[src/rtl/subservient_uart_loader_pkg.sv]
// Shared types and constants for the UART boot loader.
//   LEN_W      : width of the image length field and byte index
//   ADR_W/DAT_W: Wishbone address/data widths
//   SYNC_BYTE  : frame start marker
//   loader_state_e / rx_state_e : FSM encodings for the loader and receiver
package subservient_loader_pkg;

   localparam int         LEN_W     = 16;
   localparam int         ADR_W     = 32;
   localparam int         DAT_W     = 32;
   localparam logic [7:0] SYNC_BYTE = 8'hA5;

   typedef enum logic [2:0] {
      SYNC, LEN_LO, LEN_HI, DATA, WRITE, PAD, WAIT_RUN, RUN
   } loader_state_e;

   typedef enum logic [1:0] {
      RX_IDLE, RX_START, RX_DATA, RX_STOP
   } rx_state_e;

endpackage

[src/rtl/subservient_uart_loader_if.sv]
// Wishbone write-only master bundle between the loader and the SRAM.
//   wbm_adr_o/wbm_dat_o/wbm_sel_o/wbm_we_o/wbm_stb_o : driven by the loader
//   wbm_ack_i                                        : driven by the slave
interface subservient_uart_loader_if;
   import subservient_loader_pkg::*;

   logic [ADR_W-1:0] wbm_adr_o;
   logic [DAT_W-1:0] wbm_dat_o;
   logic [3:0]       wbm_sel_o;
   logic             wbm_we_o;
   logic             wbm_stb_o;
   logic             wbm_ack_i;

   modport master (
      output wbm_adr_o, wbm_dat_o, wbm_sel_o, wbm_we_o, wbm_stb_o,
      input  wbm_ack_i
   );

   modport slave (
      input  wbm_adr_o, wbm_dat_o, wbm_sel_o, wbm_we_o, wbm_stb_o,
      output wbm_ack_i
   );
endinterface

[src/rtl/subservient_uart_rx.sv]
// 8N1 UART receiver with a 2-flop input synchronizer.
//   clk_i, rst_i : clock, synchronous active-high reset
//   rx_i         : asynchronous serial line, idle high
//   data_o       : last received byte, valid while valid_o pulses
//   valid_o      : one-cycle pulse for a byte with a good stop bit
//   frame_err_o  : one-cycle pulse when the stop bit samples low
module subservient_uart_rx
   import subservient_loader_pkg::*;
#(
   parameter int CLKS_PER_BIT = 87
) (
   input  logic       clk_i,
   input  logic       rst_i,
   input  logic       rx_i,
   output logic [7:0] data_o,
   output logic       valid_o,
   output logic       frame_err_o
);
   localparam int            CW        = $clog2(CLKS_PER_BIT + 1);
   localparam logic [CW-1:0] HALF_LOAD = CW'(CLKS_PER_BIT / 2 - 1);
   localparam logic [CW-1:0] FULL_LOAD = CW'(CLKS_PER_BIT - 1);

   rx_state_e     st_q;
   logic          sync1_q, sync2_q, prev_q;
   logic [CW-1:0] cnt_q;
   logic [2:0]    bit_q;
   logic [7:0]    shift_q, data_q;
   logic          valid_q, ferr_q;

   always_ff @(posedge clk_i) begin
      if (rst_i) begin
         st_q    <= RX_IDLE;
         sync1_q <= 1'b1;
         sync2_q <= 1'b1;
         prev_q  <= 1'b1;
         cnt_q   <= '0;
         bit_q   <= '0;
         shift_q <= '0;
         data_q  <= '0;
         valid_q <= 1'b0;
         ferr_q  <= 1'b0;
      end else begin
         sync1_q <= rx_i;
         sync2_q <= sync1_q;
         prev_q  <= sync2_q;
         valid_q <= 1'b0;
         ferr_q  <= 1'b0;
         case (st_q)
            RX_IDLE: begin
               if (prev_q && !sync2_q) begin
                  st_q  <= RX_START;
                  cnt_q <= HALF_LOAD;
               end
            end
            RX_START: begin
               if (cnt_q == '0) begin
                  // a start bit that is high again at mid-bit was a glitch
                  if (!sync2_q) begin
                     st_q  <= RX_DATA;
                     cnt_q <= FULL_LOAD;
                     bit_q <= '0;
                  end else begin
                     st_q <= RX_IDLE;
                  end
               end else begin
                  cnt_q <= cnt_q - CW'(1);
               end
            end
            RX_DATA: begin
               if (cnt_q == '0) begin
                  shift_q <= {sync2_q, shift_q[7:1]};
                  cnt_q   <= FULL_LOAD;
                  bit_q   <= bit_q + 3'd1;
                  if (bit_q == 3'd7) st_q <= RX_STOP;
               end else begin
                  cnt_q <= cnt_q - CW'(1);
               end
            end
            RX_STOP: begin
               if (cnt_q == '0) begin
                  st_q <= RX_IDLE;
                  if (sync2_q) begin
                     valid_q <= 1'b1;
                     data_q  <= shift_q;
                  end else begin
                     ferr_q <= 1'b1;
                  end
               end else begin
                  cnt_q <= cnt_q - CW'(1);
               end
            end
            default: st_q <= RX_IDLE;
         endcase
      end
   end

   assign data_o      = data_q;
   assign valid_o     = valid_q;
   assign frame_err_o = ferr_q;
endmodule

[src/rtl/subservient_uart_loader.sv]
// UART boot loader: receives A5, LEN_LO, LEN_HI, payload and writes the
// payload into SRAM as 32-bit little-endian words, then releases the CPU.
//   wb_clk_i, wb_rst_i : clock, synchronous active-high reset
//   uart_rx_i          : serial image input
//   wbm                : Wishbone write master
//   run_o              : 0 = load mode, 1 = CPU runs (terminal until reset)
//   err_o              : sticky framing / overrun / length error
//
// state    | meaning
// SYNC     | hunting for the sync byte
// LEN_LO   | expecting low length byte
// LEN_HI   | expecting high length byte, length checked here
// DATA     | packing payload bytes into the word buffer
// WRITE    | strobe held until the slave acks
// PAD      | issue the final partial word, upper lanes zero
// WAIT_RUN | counting down before release
// RUN      | CPU released, input ignored
module subservient_uart_loader
   import subservient_loader_pkg::*;
#(
   parameter int CLKS_PER_BIT = 87,
   parameter int MEMSIZE      = 512,
   parameter int RUN_DELAY    = 10
) (
   input  logic                      wb_clk_i,
   input  logic                      wb_rst_i,
   input  logic                      uart_rx_i,
   subservient_uart_loader_if.master wbm,
   output logic                      run_o,
   output logic                      err_o
);
   localparam logic [LEN_W-1:0] MEM_MAX  = LEN_W'(MEMSIZE);
   localparam logic [LEN_W-1:0] DLY_LOAD = (RUN_DELAY > 0) ? LEN_W'(RUN_DELAY - 1) : '0;

   logic [7:0]       rx_data;
   logic             rx_valid, rx_ferr;

   loader_state_e    state_q;
   logic [LEN_W-1:0] len_q, idx_q, dly_q;
   logic [DAT_W-1:0] buf_q, dat_q;
   logic [ADR_W-1:0] adr_q;
   logic [7:0]       hold_q;
   logic             hold_vld_q;
   logic [3:0]       sel_q;
   logic             we_q, stb_q, run_q, err_q;

   logic [LEN_W-1:0] idx_d, len_d;
   logic [DAT_W-1:0] word_d;
   logic             consume;

   subservient_uart_rx #(.CLKS_PER_BIT(CLKS_PER_BIT)) u_rx (
      .clk_i       (wb_clk_i),
      .rst_i       (wb_rst_i),
      .rx_i        (uart_rx_i),
      .data_o      (rx_data),
      .valid_o     (rx_valid),
      .frame_err_o (rx_ferr)
   );

   // Every received byte lands in the holding register first; the FSM
   // drains it only in the byte-consuming states, so bytes that arrive
   // during a Wishbone write simply wait there.
   assign consume = hold_vld_q && (state_q inside {SYNC, LEN_LO, LEN_HI, DATA});
   assign idx_d   = idx_q + LEN_W'(1);
   assign len_d   = {hold_q, len_q[7:0]};

   always_comb begin
      word_d = buf_q;
      word_d[{idx_q[1:0], 3'b000} +: 8] = hold_q;
   end

   always_ff @(posedge wb_clk_i) begin
      if (wb_rst_i) begin
         state_q    <= SYNC;
         len_q      <= '0;
         idx_q      <= '0;
         dly_q      <= '0;
         buf_q      <= '0;
         hold_q     <= '0;
         hold_vld_q <= 1'b0;
         adr_q      <= '0;
         dat_q      <= '0;
         sel_q      <= '0;
         we_q       <= 1'b0;
         stb_q      <= 1'b0;
         run_q      <= 1'b0;
         err_q      <= 1'b0;
      end else begin
         if (rx_ferr) err_q <= 1'b1;
         if (rx_valid && !(state_q inside {WAIT_RUN, RUN})) begin
            if (hold_vld_q && !consume) begin
               err_q <= 1'b1;
            end else begin
               hold_q     <= rx_data;
               hold_vld_q <= 1'b1;
            end
         end else if (consume) begin
            hold_vld_q <= 1'b0;
         end

         case (state_q)
            SYNC: begin
               if (consume && hold_q == SYNC_BYTE) state_q <= LEN_LO;
            end
            LEN_LO: begin
               if (consume) begin
                  len_q[7:0] <= hold_q;
                  state_q    <= LEN_HI;
               end
            end
            LEN_HI: begin
               if (consume) begin
                  if (len_d == '0) begin
                     dly_q   <= DLY_LOAD;
                     state_q <= WAIT_RUN;
                  end else if (len_d > MEM_MAX) begin
                     err_q   <= 1'b1;
                     state_q <= SYNC;
                  end else begin
                     len_q   <= len_d;
                     idx_q   <= '0;
                     buf_q   <= '0;
                     state_q <= DATA;
                  end
               end
            end
            DATA: begin
               if (consume) begin
                  idx_q <= idx_d;
                  if (idx_q[1:0] == 2'd3) begin
                     adr_q   <= {{(ADR_W-LEN_W){1'b0}}, idx_q[LEN_W-1:2], 2'b00};
                     dat_q   <= word_d;
                     sel_q   <= 4'b1111;
                     we_q    <= 1'b1;
                     stb_q   <= 1'b1;
                     buf_q   <= '0;
                     state_q <= WRITE;
                  end else begin
                     buf_q <= word_d;
                     if (idx_d == len_q) state_q <= PAD;
                  end
               end
            end
            PAD: begin
               // idx is N here and N is not a multiple of 4, so idx shares
               // the word of the last byte; unfilled lanes are still zero.
               adr_q   <= {{(ADR_W-LEN_W){1'b0}}, idx_q[LEN_W-1:2], 2'b00};
               dat_q   <= buf_q;
               sel_q   <= 4'b1111;
               we_q    <= 1'b1;
               stb_q   <= 1'b1;
               buf_q   <= '0;
               state_q <= WRITE;
            end
            WRITE: begin
               if (wbm.wbm_ack_i) begin
                  stb_q <= 1'b0;
                  we_q  <= 1'b0;
                  sel_q <= '0;
                  if (idx_q == len_q) begin
                     dly_q   <= DLY_LOAD;
                     state_q <= WAIT_RUN;
                  end else begin
                     state_q <= DATA;
                  end
               end
            end
            WAIT_RUN: begin
               if (dly_q == '0) state_q <= RUN;
               else             dly_q   <= dly_q - LEN_W'(1);
            end
            RUN: run_q <= 1'b1;
            default: state_q <= SYNC;
         endcase
      end
   end

   assign wbm.wbm_adr_o = adr_q;
   assign wbm.wbm_dat_o = dat_q;
   assign wbm.wbm_sel_o = sel_q;
   assign wbm.wbm_we_o  = we_q;
   assign wbm.wbm_stb_o = stb_q;
   assign run_o         = run_q;
   assign err_o         = err_q;
endmodule

[src/flat_wrapper.sv]
// flat-port wrapper written by rule: the top's interface ports become plain ports
module subservient_uart_loader_flat import subservient_loader_pkg::*;
#(
   parameter int CLKS_PER_BIT = 87,
   parameter int MEMSIZE      = 512,
   parameter int RUN_DELAY    = 10
)
  (wb_clk_i, wb_rst_i, uart_rx_i, run_o, err_o, wbm_wbm_adr_o, wbm_wbm_dat_o, wbm_wbm_sel_o, wbm_wbm_we_o, wbm_wbm_stb_o, wbm_wbm_ack_i);
  subservient_uart_loader_if wbm_i ();
  input  logic wb_clk_i;
  input  logic wb_rst_i;
  input  logic uart_rx_i;
  output logic run_o;
  output logic err_o;
  output wire logic [$bits(wbm_i.wbm_adr_o)-1:0] wbm_wbm_adr_o;
  output wire logic [$bits(wbm_i.wbm_dat_o)-1:0] wbm_wbm_dat_o;
  output wire logic [$bits(wbm_i.wbm_sel_o)-1:0] wbm_wbm_sel_o;
  output wire logic [$bits(wbm_i.wbm_we_o)-1:0] wbm_wbm_we_o;
  output wire logic [$bits(wbm_i.wbm_stb_o)-1:0] wbm_wbm_stb_o;
  input wire logic [$bits(wbm_i.wbm_ack_i)-1:0] wbm_wbm_ack_i;
  assign wbm_wbm_adr_o = wbm_i.wbm_adr_o;
  assign wbm_wbm_dat_o = wbm_i.wbm_dat_o;
  assign wbm_wbm_sel_o = wbm_i.wbm_sel_o;
  assign wbm_wbm_we_o = wbm_i.wbm_we_o;
  assign wbm_wbm_stb_o = wbm_i.wbm_stb_o;
  assign wbm_i.wbm_ack_i = wbm_wbm_ack_i;
  subservient_uart_loader #(.CLKS_PER_BIT(CLKS_PER_BIT), .MEMSIZE(MEMSIZE), .RUN_DELAY(RUN_DELAY)) u_core (.wb_clk_i(wb_clk_i), .wb_rst_i(wb_rst_i), .uart_rx_i(uart_rx_i), .wbm(wbm_i), .run_o(run_o), .err_o(err_o));
endmodule
[config.mk]
export PLATFORM = sky130hd
export DESIGN_NAME = subservient_uart_loader_flat
export DESIGN_NICKNAME = d
export VERILOG_FILES = /design/src/rtl/subservient_uart_loader_pkg.sv /design/src/rtl/subservient_uart_loader_if.sv /design/src/rtl/subservient_uart_rx.sv /design/src/rtl/subservient_uart_loader.sv /design/src/flat_wrapper.sv
export SDC_FILE = /design/constraint.sdc
export NUM_CORES = 1
export LEC_CHECK = 0
export CAP_MARGIN = 10
export CELL_PAD_IN_SITES_DETAIL_PLACEMENT = 0
export CELL_PAD_IN_SITES_GLOBAL_PLACEMENT = 1
export CORE_MARGIN = 1
export CORE_UTILIZATION = 25
export DETAILED_ROUTE_END_ITERATION = 10
export PLACE_DENSITY_LB_ADDON = 0.1
export RECOVER_POWER = 100
export REMOVE_ABC_BUFFERS = 1
export SYNTH_ARGS = -nofsm -noshare
export SYNTH_HDL_FRONTEND = slang
export SYNTH_HIERARCHICAL = 1
export SYNTH_SLANG_ARGS = --single-unit
[constraint.sdc]
create_clock -name wb_clk_i -period 3.4 [get_ports wb_clk_i]
set_clock_uncertainty 0.15 [all_clocks]
set_input_delay 0.34 -clock wb_clk_i [delete_from_list [all_inputs] [get_ports wb_clk_i]]
set_output_delay 0.34 -clock wb_clk_i [all_outputs]
set_load 0.01 [all_outputs]
==> results of run 1 <==
[registers in the layout, indices dropped and copies added (netlist names), 3 cells and up, named ones only]
| name | count |
|---|---|
| u_core/len_q | 16 |
| u_core/u_rx/shift_q | 8 |
| u_core/state_q | 3 |
| u_core/wbm.wbm_adr_o | 14 |
| u_core/u_rx/bit_q | 3 |
| u_core/u_rx/data_o | 8 |
| u_core/wbm.wbm_dat_o | 32 |
| u_core/u_rx/cnt_q | 7 |
| u_core/buf_q | 32 |
| u_core/dly_q | 16 |
| u_core/idx_q | 16 |
| u_core/hold_q | 8 |
[final cells by class]
type | count | area [sq um]
inverters | 19 | 71.32
well taps | 455 | 569.3
clock buffers | 17 | 425.4
flip-flops and latches | 174 | 3483
fillers | 3708 | 24170
clock inverters | 15 | 222.7
multi-input cells | 830 | 4800
repair buffers | 98 | 890.9
[stage by stage]
stage / std cells / total power, mW / worst slack [ns]
6_report: 1608 / 4.871 / 0.1947
5_1_grt: 1608 / 5.126 / 0.03524
4_1_cts: 1608 / 4.979 / 0.1907
3_5_place_dp: 1576 / 2.738 / 0.2268
3_3_place_gp: 1576 / 2.752 / 0.2480
2_1_floorplan: 1023 / 2.520 / 0.5110
[metal layers]
metal | share of wire (%) | wire length [um] | up-vias
met5 | 0 | 0 | -
li1 | - | - | 3903
met2 | 45 | 11630 | 92
met3 | 2.3 | 607 | 14
met1 | 52 | 13360 | 3592
met4 | 0.91 | 234 | 0
[cells in the final DEF, fill, tap and decap left out, drive strengths merged, types with 14 or more instances in the layout]
cell type / count
xor2: 21
ha: 16
or3: 52
dlygate4sd3: 54
inv: 25
nor3: 23
nand2b: 14
dfxtp: 174
conb: 18
o21ai: 19
nor2b: 39
nand2: 187
o211ai: 34
clkbuf: 23
mux2i: 30
nor2: 64
a21oi: 160
buf: 36
[worst max path at each step]
| stage | slack, ns | to | cells after the start | from |
|---|---|---|---|---|
| finish | 0.19 | u_core/dly_q[5]$_SDFFE_PP0P_ | 8 | u_core/len_q[2]$_SDFFE_PP0P_ |
| global route | 0.04 | u_core/dly_q[9]$_SDFFE_PP0P_ | 8 | u_core/len_q[2]$_SDFFE_PP0P_ |
| CTS | 0.19 | u_core/dly_q[9]$_SDFFE_PP0P_ | 8 | u_core/len_q[2]$_SDFFE_PP0P_ |
| detailed placement | 0.23 | u_core/dly_q[9]$_SDFFE_PP0P_ | 8 | u_core/len_q[2]$_SDFFE_PP0P_ |
| global placement | 0.25 | u_core/dly_q[5]$_SDFFE_PP0P_ | 8 | u_core/len_q[2]$_SDFFE_PP0P_ |
| floorplan | 0.51 | u_core/wbm.wbm_adr_o[10]$_SDFFE_PP0P_ | 5 | u_core/state_q[2]$_SDFFE_PP0P_ |
[logic make-up after synthesis]
family                     count (synthesis)  share of synthesized area [%]
muxes                                     30                          3.403
adders and majority gates                 16                          2.269
xor gates and xnor gates                  33                          3.275
buffers and inverters                    120                          6.607
AOI/OAI and AO/OA                        272                          18.79
and+or+nand+nor                          461                          26.14
other                                      1                        0.04249
DFF                                      174                          39.47
[synth_stat cells, types with 8 or more instances]
cell | number | area, sq um
or2_2 | 9 | 56.30
clkbuf_1 | 59 | 221.5
nand2b_1 | 14 | 87.58
dfxtp_1 | 174 | 3483
nor2b_1 | 39 | 244.0
nor3_1 | 22 | 110.1
xor2_1 | 21 | 183.9
a31oi_1 | 9 | 56.30
nand4_1 | 8 | 50.05
nor2_1 | 64 | 240.2
a21oi_1 | 158 | 790.8
nor4_1 | 13 | 81.33
and2_1 | 9 | 56.30
o211ai_1 | 33 | 247.7
xnor2_1 | 12 | 105.1
nand2_1 | 187 | 701.9
buf_4 | 25 | 187.7
or3_1 | 51 | 319.1
mux2i_1 | 30 | 300.3
nand3_1 | 12 | 60.06
inv_1 | 18 | 67.56
ha_1 | 16 | 200.2
o21ai_0 | 18 | 90.09
[report_power, final]
part           leakage (nW)  switching, mW  internal [mW]
sequential             1.40         0.0474           2.07
combinational          2.44          0.360          0.201
clock                 0.315          0.933           1.26
==> impl_metrics.ini, run 1 <==
[clocking]
cts_buffer_depth = 2
cts_tree = yes
clk_latency_ns = 0.44
cts_resized = 0
holdBufCountCts = 0
htreeDepth = 4
cts_root_buffer = clkbuf_16
cts_buffers = 17
clock-sinks = 174
clkTransAtPathRegs_ns = 0.07
postCtsSetupRepairBufs = 0

[setup_path]
path_cells = or4_1 > or3_1 > o41ai_1 > and2_2 > o31ai_2 > buf_4 > or4_1 > a21oi_1
path_common_cell = or4_1
cpPeakStageDelay_ns = 0.59
reg2reg_slack_ns = 0.19
arrival_ns = 3.42
reg2reg_from = u_core/len_q[2]$_SDFFE_PP0P_
path_class = flop to flop
startpoint_type = flop
slowest_stage = or4_1
rr_worst_depth = 8
reg2reg_to = u_core/dly_q[5]$_SDFFE_PP0P_
worstPathRequired_ns = 3.61
cpLargestDelayFamily = simple AND/OR/NAND/NOR gates
crit_fanout = 14
endpoint_kind = flop
crit_buf_inv = 1

[power_and_ir_drop]
worst_ir_drop_vdd_uv = 334.3
p_leak_nw = 4.161
power_density_nw_per_um2 = 465.6

[die]
ios = 76
row_count = 68
die_area_sq_um = 36050
start_util_pct = 25.48
die_w_um = 189.9
die_h_um = 189.9
core_sq_um = 34630

[finish]
antenna_cells = 0
finish.utilization_pct = 30.21
area_growth_pct = 18.56
finalInstanceArea_sq_um = 10460
nNetsFinal = 1160
drive_gt1_share_pct = 7.632

[timing]
layout_min_cycle_time_ns = 3.205
setup-violations-final = 0
hold_viol_final = 0
finalMaxSlewViolations = 56
maxClockFrequency_ghz = 0.3120
holdWs_ns = 0.2610
setup_tns_ns = 0
slew_headroom_pct = -55.88
worst_slew_pin_slew_ns = 2.338
rsz0062_at_grt = no
fin_crit_sh_pct = 94.27

[job]
cap_violations = 2

[global_routing]
met3_usage_pct = 2.988
grt_antenna_before_repair = 0
grtUsageTotal_pct = 14.98
gr-usage-met1_pct = 21.13
grt_max_degree = 65
grt-ovfl-total = 0
grt_busiest_layer = met2
grt_pass1_wl_um = 42280
use_met2_pct = 23.18
grt_pass1_vias = 7431

[synth]
yosysUniqueCellTypes = 70
syn_avg_cell_area_sq_um = 7.972
ys.warnings.count = 6
async_flop_share_pct = 0
syn_inst = 1107
synth_edf_count = 0
synth-main-ff-cell = dfxtp_1
ys_seq_area_share_pct = 39.47
ys_ff_latch = 174
syn_area_sq_um = 8825

[worst_hold_path]
hold_path.class = flop to flop
hold-path-cell-count = 1
min-delay-start = u_core/u_rx/sync1_q$_SDFF_PP1_
min_to = u_core/u_rx/sync2_q$_SDFF_PP1_

[drt]
vias = 7601
viasPerCell = 4.727
post_drt_wl_per_cell_um = 16.07
drtIter0Drc = 470
drtAntennaViolNets = 0
drt_wl_total_um = 25840
first_pass_iters = 4
drc_errors = 0

[outcome]
status = finished with violations
violations = capacitance limit, slew limit

[place]
placed_cell_area_sq_um = 9874
gp_congestion = 0.7684
dp_hpwl_um = 17080
port_buffers = 57
No activity file was read; power rests on OpenSTA's default activity.
==> run 2, diff against run 1 <==
--- a/config.mk
+++ b/config.mk
@@ -11,3 +11,3 @@
 export CORE_MARGIN = 1
-export CORE_UTILIZATION = 25
+export CORE_UTILIZATION = 44
 export DETAILED_ROUTE_END_ITERATION = 10
==> constraint.sdc (replaced) <==
create_clock -name wb_clk_i -period 3.4 [get_ports wb_clk_i]
set_clock_uncertainty 0.15 [all_clocks]
set_input_delay 0.68 -clock wb_clk_i [delete_from_list [all_inputs] [get_ports wb_clk_i]]
set_output_delay 0.68 -clock wb_clk_i [all_outputs]
set_load 0.01 [all_outputs]
==> run 2 against run 1 <==
  * Combinational power about the same
  * Utilization grew 21 points
  * Clock power shrank 10%
  * Register-to-register slack better by 0.04 ns
  * Highest routed layer unchanged
  * Die area down 43%
  * Largest power group is now registers
  * The run still ends with capacitance limit, slew limit left
==> impl_metrics.ini, run 2 (same netlist as run 1, synthesis figures left out) <==
[clocking]
cts_buffers = 17
clock-sinks = 174
cts_buffer_depth = 2
clk_latency_ns = 0.43
cts_root_buffer = clkbuf_16
cts_tree = yes
clkTransAtPathRegs_ns = 0.07
holdBufCountCts = 0
htreeDepth = 4

[power_and_ir_drop]
worst_ir_drop_vdd_uv = 290.3
power_density_nw_per_um2 = 458.1
p_sw_share_pct = 27.57
power_report.internal_total_mw = 3.359
p_switching_mw = 1.279
p_comb_share_pct = 12.1
seq_power_share_pct = 45.5
p_leak_nw = 4.081
pwr-share-clk_pct = 42.4

[drt]
vias = 7632
drc_errors = 0
first_pass_iters = 5
drtAntennaViolNets = 0
viasPerCell = 5.401
drtIter0Drc = 405
post_drt_wl_per_cell_um = 15.55
drt_wl_total_um = 21980

[timing]
setup-violations-final = 0
maxClockFrequency_ghz = 0.3164
rsz0062_at_grt = no
layout_min_cycle_time_ns = 3.161
holdWs_ns = 0.2589
fin_crit_sh_pct = 92.97
finalMaxSlewViolations = 31
setup_tns_ns = 0
slew_headroom_pct = -4.721
hold_viol_final = 0
worst_slew_pin_slew_ns = 1.571

[global_routing]
met3_usage_pct = 3.732
grt_busiest_layer = met2
grt_pass1_wl_um = 36110
grt-ovfl-total = 0
grt_max_degree = 65
gr-usage-met1_pct = 30.90
use_met2_pct = 35.97
grt_pass1_vias = 6926
grtUsageTotal_pct = 22.27
grt_antenna_before_repair = 0

[finish]
layout_common_cells = nand2_1, dfxtp_1, a21oi_1
drive_gt1_share_pct = 7.056
antenna_cells = 0
fill_cells = 1985
final-seq-area_sq_um = 3483
nNetsFinal = 1156
multi_input_area_sq_um = 4840
area_growth_pct = 14.73
final_common_cell = nand2_1

[job]
cap_violations = 1

[die]
core_sq_um = 19590
die_w_um = 143.6
ios = 76
die_area_sq_um = 20630
start_util_pct = 45.05
row_count = 51
die_h_um = 143.6

[setup_path]
startpoint_type = flop
endpoint_kind = flop
worstPathRequired_ns = 3.59
path_class = flop to flop
crit_fanout = 64
arrival_ns = 3.35

[worst_hold_path]
hold_path.class = flop to flop

[place]
dp_hpwl_um = 14280
gp_congestion = 0.8390
port_buffers = 57

[outcome]
violations = capacitance limit, slew limit
status = finished with violations
==> run 2: changes by cell type in the layout (fill, tap and decap cells not counted), sizes merged <==
cell      previous run  this run
buf                 36        25
clkbuf              23        30
inv                 25        22
bufinv               4         2
clkinv               4         6
clkinvlp             1         3
==> run 2: timing repair <==
action,in CTS,in global routing
setup buffers,0,0
endpoints found under the hold margin,0,0
resized for setup,0,2
endpoints found under the setup margin,0,4
==> run 2: cell type report <==
class / instances / area share [%]
tap: 265 / 3.275
clock buffer: 17 / 4.202
sequential: 174 / 34.40
multi-input combinational: 830 / 47.80
timing repair buffer: 94 / 8.020
clock inverter: 14 / 1.594
inverter: 19 / 0.7044
==> run 2: per-layer routing <==
metal | vias to the layer above | share of wire (%)
met5 | - | 0
met4 | 0 | 0.74
met3 | 13 | 3.7
met2 | 137 | 46
met1 | 3585 | 50
li1 | 3897 | -
==> run 2: final timing paths <==
kind / start / end / slack (ns) / depth (start not counted)
worst max-delay path: u_core/hold_q[3]$_SDFFE_PP0P_ / u_core/buf_q[0]$_SDFFE_PP0P_ / 0.24 / 8
worst min-delay path: u_core/u_rx/sync1_q$_SDFF_PP1_ / u_core/u_rx/sync2_q$_SDFF_PP1_ / 0.26 / 1
worst max register to register: u_core/hold_q[3]$_SDFFE_PP0P_ / u_core/buf_q[0]$_SDFFE_PP0P_ / 0.24 / 8
worst min register to register: u_core/u_rx/sync1_q$_SDFF_PP1_ / u_core/u_rx/sync2_q$_SDFF_PP1_ / 0.26 / 1
==> run 2: power groups by stage <==
stage	combinational, mW	clock, mW	sequential, mW
floorplan	0.349	0	2.17
global placement	0.560	0	2.16
detailed placement	0.561	0	2.16
CTS	0.565	2.02	2.11
global route	0.621	2.09	2.12
finish	0.561	1.97	2.11
==> run 2: worst max-delay path, cell delays in order, from the launching register on <==
cell     delay (ns)
dfxtp_1        0.40
or3_1          0.42
or4_4          0.46
or3_1          0.49
a21oi_4        0.34
a21oi_4        0.06
buf_12         0.18
or3_1          0.40
a21oi_1        0.14
==> run 2: through the flow <==
| stage | cell area [sq um] | setup slack [ns] | util (%) | total power, mW | cells |
|---|---|---|---|---|---|
| finish | 10120 | 0.2390 | 51.68 | 4.638 | 1413 |
| global route | 10120 | 0.04611 | 51.68 | 4.831 | 1413 |
| CTS | 10180 | 0.2233 | 51.96 | 4.701 | 1413 |
| detailed placement | 9593 | 0.2436 | 48.97 | 2.720 | 1382 |
| global placement | 9593 | 0.2772 | 48.97 | 2.720 | 1382 |
| floorplan | 8377 | 0.5110 | - | 2.520 | 1023 |
==> run 3, diff against run 2 <==
- RECOVER_POWER: 100 -> 50
==> run 3 against run 2 <==
  * Clock power barely moved
  * Power barely moved
  * Critical path depth fell by 1
  * Global-route usage did not move
  * First-iteration DRC count rose by 13%
  * Critical path type unchanged
  * Die area did not move
  * Worst hold slack barely moved
  * The run still ends with capacitance limit, slew limit left
==> impl_metrics.ini, run 3 (same netlist as run 1, synthesis figures left out) <==
[outcome]
status = finished with violations
violations = capacitance limit, slew limit

[die]
die_area_sq_um = 20630
ios = 76
die_h_um = 143.6
die_w_um = 143.6
start_util_pct = 45.05
core_sq_um = 19590
row_count = 51

[drt]
drc_errors = 0
dr.max_layer_used = met4
viasPerCell = 5.395
first_pass_iters = 5
vias = 7623
drtIter0Drc = 457
drt_wl_total_um = 21850
route.met2.wl_um = 9945
post_drt_wl_per_cell_um = 15.46
wl_met1_um = 10990
dr_wl_met3_um = 733
drtAntennaViolNets = 0

[timing]
slew_headroom_pct = -5.465
hold_viol_final = 0
fin_crit_sh_pct = 92.68
finalMaxSlewViolations = 31
setup_tns_ns = 0
layout_min_cycle_time_ns = 3.151
maxClockFrequency_ghz = 0.3173
worst_slew_pin_slew_ns = 1.582
setup-violations-final = 0
rsz0062_at_grt = no

[setup_path]
worstPathRequired_ns = 3.60
rr_worst_depth = 7
startpoint = u_core/len_q[2]$_SDFFE_PP0P_
reg2reg_from = u_core/len_q[2]$_SDFFE_PP0P_
endpoint_kind = flop
path_cells = or4_1 > or3_1 > o41ai_1 > and2_2 > o31ai_4 > or4_1 > a21oi_1
reg2reg_slack_ns = 0.25
cpLargestDelayFamily = simple AND/OR/NAND/NOR gates
crit_fanout = 14
arrival_ns = 3.35
crit_buf_inv = 0
path_common_cell = or4_1
path_class = flop to flop
startpoint_type = flop
reg2reg_to = u_core/dly_q[5]$_SDFFE_PP0P_
cpPeakStageDelay_ns = 0.59
cp.depth = 7
slowest_stage = or4_1
critPathCapture = u_core/dly_q[5]$_SDFFE_PP0P_

[finish]
final_common_cell = nand2_1
area_growth_pct = 15.14
layout_common_cells = nand2_1, dfxtp_1, a21oi_1
antenna_cells = 0
drive_gt1_share_pct = 7.840
nNetsFinal = 1156

[clocking]
htreeDepth = 4
cts_buffer_depth = 2
cts_resized = 0
clkTransAtPathRegs_ns = 0.07
cts_buffers = 17
postCtsSetupRepairBufs = 0
holdBufCountCts = 0
clk_latency_ns = 0.42
cts_root_buffer = clkbuf_16
clock-sinks = 174
cts_tree = yes

[power_and_ir_drop]
pwr-share-clk_pct = 42.3
power_report.internal_total_mw = 3.366
worst_ir_drop_vdd_uv = 288.8
p_comb_share_pct = 12.2
finalPower_mw = 4.642
p_sw_share_pct = 27.48
power_density_nw_per_um2 = 456.8
p_leak_nw = 4.100
p_switching_mw = 1.275
seq_power_share_pct = 45.5

[job]
cap_violations = 1

[place]
dp_hpwl_um = 14280
gp_congestion = 0.8390
port_buffers = 57

[global_routing]
grt_pass1_wl_um = 36110
grt_pass1_vias = 6926
grt_antenna_before_repair = 0
grtUsageTotal_pct = 22.27
grt_max_degree = 65
grt-ovfl-total = 0

[worst_hold_path]
hold_path.class = flop to flop
-- run 3: changes by cell type in the layout (fill, tap and decap cells not counted) --
cell,delta
nor3b_1,-1
or3_1,-1
and2_1,+3
or3_4,+1
nor3b_2,+1
clkbuf_1,-7
buf_4,+7
clkdlybuf4s50_1,+5
and2_0,-3
dlygate4sd3_1,-5
-- run 3: worst register-to-register path: cells and delay by family, from the launching register on --
kind               cells  cell delay, ns
DFF                    1            0.36
AOI/OAI and AO/OA      3            0.79
and+or+nand+nor        4            1.78
-- run 3: metal layers --
metal / GRT usage [%] / up-vias
met3: 3.732 / 15
met1: 30.90 / 3585
met4: 5.095 / 0
li1: - / 3901
met2: 35.97 / 122
met5: 0 / -
-- run 3: metrics by stage --
step / std cells / worst slack, ns / hold slack, ns / util, % / instance area (sq um)
after floorplan: 1023 / 0.5110 / 0.2395 / - / 8377
after global placement: 1382 / 0.2772 / 0.2421 / 48.97 / 9593
after detailed placement: 1382 / 0.2436 / 0.2433 / 48.97 / 9593
after CTS: 1413 / 0.2233 / 0.2620 / 51.96 / 10180
after global routing: 1413 / 0.08380 / 0.2753 / 51.87 / 10160
final: 1413 / 0.2488 / 0.2589 / 51.87 / 10160
-- run 3: how the worst min path moves through the flow --
stage	from	to	slack (ns)	cells after the start
after floorplan	u_core/u_rx/sync1_q$_SDFF_PP1_	u_core/u_rx/sync2_q$_SDFF_PP1_	0.24	1
after global placement	u_core/u_rx/sync1_q$_SDFF_PP1_	u_core/u_rx/sync2_q$_SDFF_PP1_	0.24	1
after detailed placement	u_core/u_rx/sync1_q$_SDFF_PP1_	u_core/u_rx/sync2_q$_SDFF_PP1_	0.24	1
after CTS	u_core/u_rx/sync1_q$_SDFF_PP1_	u_core/u_rx/sync2_q$_SDFF_PP1_	0.26	1
after global routing	u_core/u_rx/sync1_q$_SDFF_PP1_	u_core/u_rx/sync2_q$_SDFF_PP1_	0.28	1
final	u_core/u_rx/sync1_q$_SDFF_PP1_	u_core/u_rx/sync2_q$_SDFF_PP1_	0.26	1
-- run 3: layout make-up --
type                            count  area (sq um)
Fill cell                        1977          9429
Sequential cell                   174          3483
Multi-Input combinational cell    830          4850
Tap cell                          265         331.6
Timing Repair Buffer               94         838.3
Clock inverter                     14         161.4
Clock buffer                       17         425.4
Inverter                           19         71.32
-- run 3: power by group through the flow --
stage                     sequential (mW)  combinational [mW]  clock (mW)
final                                2.11               0.565        1.96
after CTS                            2.11               0.565        2.02
after global placement               2.16               0.560           0
after global routing                 2.12               0.629        2.09
after detailed placement             2.16               0.561           0
after floorplan                      2.17               0.349           0
==> RTL change 1, RTL diff (config.mk and constraints of run 1) <==
Put one more register stage on the output `err_o`, without a reset. The value now appears one clock later. The other outputs are not delayed to match.
--- a/src/rtl/subservient_uart_loader.sv
+++ b/src/rtl/subservient_uart_loader.sv
@@ -181,6 +181,8 @@
    assign wbm.wbm_we_o  = we_q;
    assign wbm.wbm_stb_o = stb_q;
    assign run_o         = run_q;
-   assign err_o         = err_q;
+   always_ff @(posedge wb_clk_i) begin
+      err_o <= err_q;
+   end
 endmodule
 
Formal check against the unedited RTL: no difference found for any inputs over 4 cycles, from zero or initial values and one cycle with wb_rst_i high; that may be too few to reach the edited logic, so the function may still have changed.
==> RTL change 1 against run 1 <==
The run still ends with capacitance limit, slew limit left; via count decreased by 0.63%; wire length decreased by 1.4%; hold slack got worse by 0.048 ns; power decreased by 1.1%; clock power decreased by 3%; first-iteration DRC count decreased by 35%; sequential power about the same; worst setup slack improved by 0.054 ns; sequential cell count increased by 1; cell count unchanged; area after synthesis increased by 0.23%; final area about the same; largest power group is now registers.
==> RTL change 1: results (changes against run 1) <==
metric,value,unit,change
post_synth_mux_area_share,0.0340,,about the same
seq_area_frac_synth,0.396,,was 0.395
power_frac_comb,0.120,,was 0.115
whs_path_depth,0,,was 1
failed_checks,"capacitance limit, slew limit",,unchanged
synth_compound_gate_area_share,0.187,,was 0.188
globalplace.congestion,0.777,,was 0.768
groute.layer.met2.usage,0.233,,was 0.232
routedLengthMet1,12.9,mm,was 13.4 mm
timing.reg2reg.worst_path_depth,7,,was 8
routed_wirelength,25.5,mm,was 25.8 mm
maxSlewHeadroom,-0.412,,was -0.559
fin_hold_ws,0.213,ns,was 0.261 ns
yosys.area_share.adder,0.0226,,was 0.0227
p_leak,4.15,nW,was 4.16 nW
globalRouteMet1Util,0.204,,was 0.211
netlist_top_cells_area,"sky130_fd_sc_hd__dfxtp_1 40%, sky130_fd_sc_hd__a21oi_1 8.9%, sky130_fd_sc_hd__nand2_1 7.9%",,"was sky130_fd_sc_hd__dfxtp_1 39%, sky130_fd_sc_hd__a21oi_1 9.0%, sky130_fd_sc_hd__nand2_1 8.0%"
dr_wl_met3,596,µm,was 607 µm
detail_route.iter0.violations,306,,was 470
grt_pass1_wl,41.6,mm,was 42.3 mm
power.share.switching,0.273,,was 0.275
max_cap_viol_count,1,,was 2
num_vias,7553,,was 7601
holdPathEnd,u_core/err_o,,was u_core/u_rx/sync2_q
outcome,"complete, but fails checks",,unchanged
final-max-slew-violation-count,50,,was 56
post_synth_xor_area_fraction,0.0327,,was 0.0328
grtUsageMet3,0.0279,,was 0.0299
[RTL change 1: changes by cell type in the layout (fill, tap and decap cells not counted), moves of 2 or more]
cell	change
sky130_fd_sc_hd__clkbuf_2	+3
sky130_fd_sc_hd__inv_8	-3
sky130_fd_sc_hd__buf_4	-2
sky130_fd_sc_hd__clkbuf_8	+3
[RTL change 1: through the flow]
| step | instance area (µm²) | setup slack (ns) | instances | total power [mW] |
|---|---|---|---|---|
| floorplan | 8400 | 0.511 | 1024 | 2.53 |
| global route | 10500 | 0.0588 | 1608 | 5.07 |
| global placement | 9890 | 0.290 | 1576 | 2.77 |
| detailed placement | 9890 | 0.271 | 1576 | 2.76 |
| finish | 10500 | 0.249 | 1608 | 4.82 |
| CTS | 10500 | 0.240 | 1608 | 4.93 |
[RTL change 1: cell type report]
cell class                 instances  area [µm²]
clock buffer                      21         470
clock inverter                    11         154
fill                            3776       24300
inverter                          19        71.3
multi-input combinational        830        4830
sequential                       175        3500
tap                              455         569
timing repair buffer              97         867
==> RTL change 2, RTL diff (flow settings as in run 1) <==
Made on the original files. `RUN_DELAY` is set to 10 in 2 places; all go to 8.
--- a/src/rtl/subservient_uart_loader.sv
+++ b/src/rtl/subservient_uart_loader.sv
@@ -20,7 +20,7 @@
 #(
    parameter int CLKS_PER_BIT = 87,
    parameter int MEMSIZE      = 512,
-   parameter int RUN_DELAY    = 10
+   parameter int RUN_DELAY    = 8
 ) (
    input  logic                      wb_clk_i,
    input  logic                      wb_rst_i,
--- a/src/flat_wrapper.sv
+++ b/src/flat_wrapper.sv
@@ -3,7 +3,7 @@
 #(
    parameter int CLKS_PER_BIT = 87,
    parameter int MEMSIZE      = 512,
-   parameter int RUN_DELAY    = 10
+   parameter int RUN_DELAY    = 8
 )
   (wb_clk_i, wb_rst_i, uart_rx_i, run_o, err_o, wbm_wbm_adr_o, wbm_wbm_dat_o, wbm_wbm_sel_o, wbm_wbm_we_o, wbm_wbm_stb_o, wbm_wbm_ack_i);
   subservient_uart_loader_if wbm_i ();
Formal check against the unedited RTL: same outputs for any inputs over 4 cycles, from zero or initial values and one cycle with wb_rst_i high; that may be too few to reach the edited logic, so the function may still have changed.
==> RTL change 2 against run 1 <==
Power decreased by 8.1%; non-clock buffer count decreased by 7; area after synthesis decreased by 0.94%; final area decreased by 2.3%; sequential cell count unchanged; hold slack got worse by 0.074 ns; global-route usage decreased by 0.25 points; critical endpoint is now u_core/idx_q[11]; worst setup slack improved by 0.19 ns; wire length decreased by 0.89%.
==> RTL change 2: results (changes against run 1) <==
metric,value,unit,change
netlist_top_cells_area,"sky130_fd_sc_hd__dfxtp_1 40%, sky130_fd_sc_hd__a21oi_1 8.7%, sky130_fd_sc_hd__nand2_1 6.5%",,"was sky130_fd_sc_hd__dfxtp_1 39%, sky130_fd_sc_hd__a21oi_1 9.0%, sky130_fd_sc_hd__nand2_1 8.0%"
design_power_total,4.48,mW,was 4.87 mW
wl_met2,11.2,mm,was 11.6 mm
tightestPinTransition,1.36,ns,was 2.34 ns
grtUsageMet3,0.0278,,was 0.0299
detail_route.iter0.violations,342,,was 470
groute.layer.met2.usage,0.228,,was 0.232
crit_end,u_core/idx_q[11],,was u_core/dly_q[5]
cts_setup_buffers,0,,unchanged
synth_compound_gate_area_share,0.172,,was 0.188
crit_path_max_fanout,13,,was 14
holdPathEnd,u_core/u_rx/shift_q[7],,was u_core/u_rx/sync2_q
max-vdd-ir-drop,336,µV,was 334 µV
placed_insts,1558,,was 1576
fin_hold_ws,0.187,ns,was 0.261 ns
power.share.clock,0.449,,was 0.450
placedInstanceArea,9740,µm²,was 9870 µm²
wl_per_cell,16.1,µm,about the same
global_route.usage.total,0.147,,was 0.150
drt-vias-per-instance,4.70,,was 4.73
yosys.area_share.adder,0.0229,,was 0.0227
dr_wl_met3,651,µm,was 607 µm
post_route_cells_drive_above_1_share,0.0714,,was 0.0763
num_vias,7469,,was 7601
outcome,finished clean,,"was complete, but fails checks"
seq_area_frac_synth,0.398,,was 0.395
power_frac_comb,0.085,,was 0.115
timing.critical_path.arrival,3.17,ns,was 3.42 ns
power.internal,3.28,mW,was 3.53 mW
hold_class,input pin to flip-flop,,was flip-flop to flip-flop
post_synth_mux_area_share,0.0252,,was 0.0340
post_synth_xor_area_fraction,0.0501,,was 0.0328
globalplace.congestion,0.807,,was 0.768
timing.reg2reg.worst_path_depth,7,,was 8
dp_worst_setup_slack,0.503,ns,was 0.227 ns
antenna_found_initial,2,,was 0
synth_cell_type_count,77,,was 70
cts_root_buf,sky130_fd_sc_hd__clkbuf_16,,unchanged
place_hpwl,17.3,mm,was 17.1 mm
post_synth_most_frequent_cells,"174 x sky130_fd_sc_hd__dfxtp_1, 152 x sky130_fd_sc_hd__a21oi_1, 152 x sky130_fd_sc_hd__nand2_1",,"was 187 x sky130_fd_sc_hd__nand2_1, 174 x sky130_fd_sc_hd__dfxtp_1, 158 x sky130_fd_sc_hd__a21oi_1"
routedLengthMet1,13.5,mm,was 13.4 mm
synthCells,1097,,was 1107
grt_pass1_wl,41.5,mm,was 42.3 mm
globalRouteMet1Util,0.209,,was 0.211
finalCritPeriodShare,0.886,,was 0.943
drt-pass1-iter-count,5,,was 4
final-max-slew-violation-count,0,,was 56
via_count_of_the_first_global_routing_pass,7247,,was 7431
whs_path_depth,2,,was 1
ff2ff_setup_slack,0.39,ns,was 0.19 ns
p_leak,3.94,nW,was 4.16 nW
## RTL change 2: cell count changes after synthesis, moves of 5 or more
cell / delta
sky130_fd_sc_hd__nor3_1: +29
sky130_fd_sc_hd__nor2_1: +45
sky130_fd_sc_hd__nand2b_1: -6
sky130_fd_sc_hd__nand3_1: +8
sky130_fd_sc_hd__nand4_1: +5
sky130_fd_sc_hd__nand2_1: -35
sky130_fd_sc_hd__or3_1: -44
sky130_fd_sc_hd__buf_2: +6
sky130_fd_sc_hd__a21oi_1: -6
sky130_fd_sc_hd__mux2i_1: -8
sky130_fd_sc_hd__a31oi_1: -5
sky130_fd_sc_hd__xnor2_1: +19
## RTL change 2: layout make-up
class | count | area (µm²)
Fill cell | 3804 | 24200
Multi-Input combinational cell | 821 | 4680
Sequential cell | 174 | 3480
Timing Repair Buffer | 91 | 833
Tap cell | 455 | 569
Clock buffer | 17 | 425
Clock inverter | 15 | 161
Inverter | 17 | 63.8
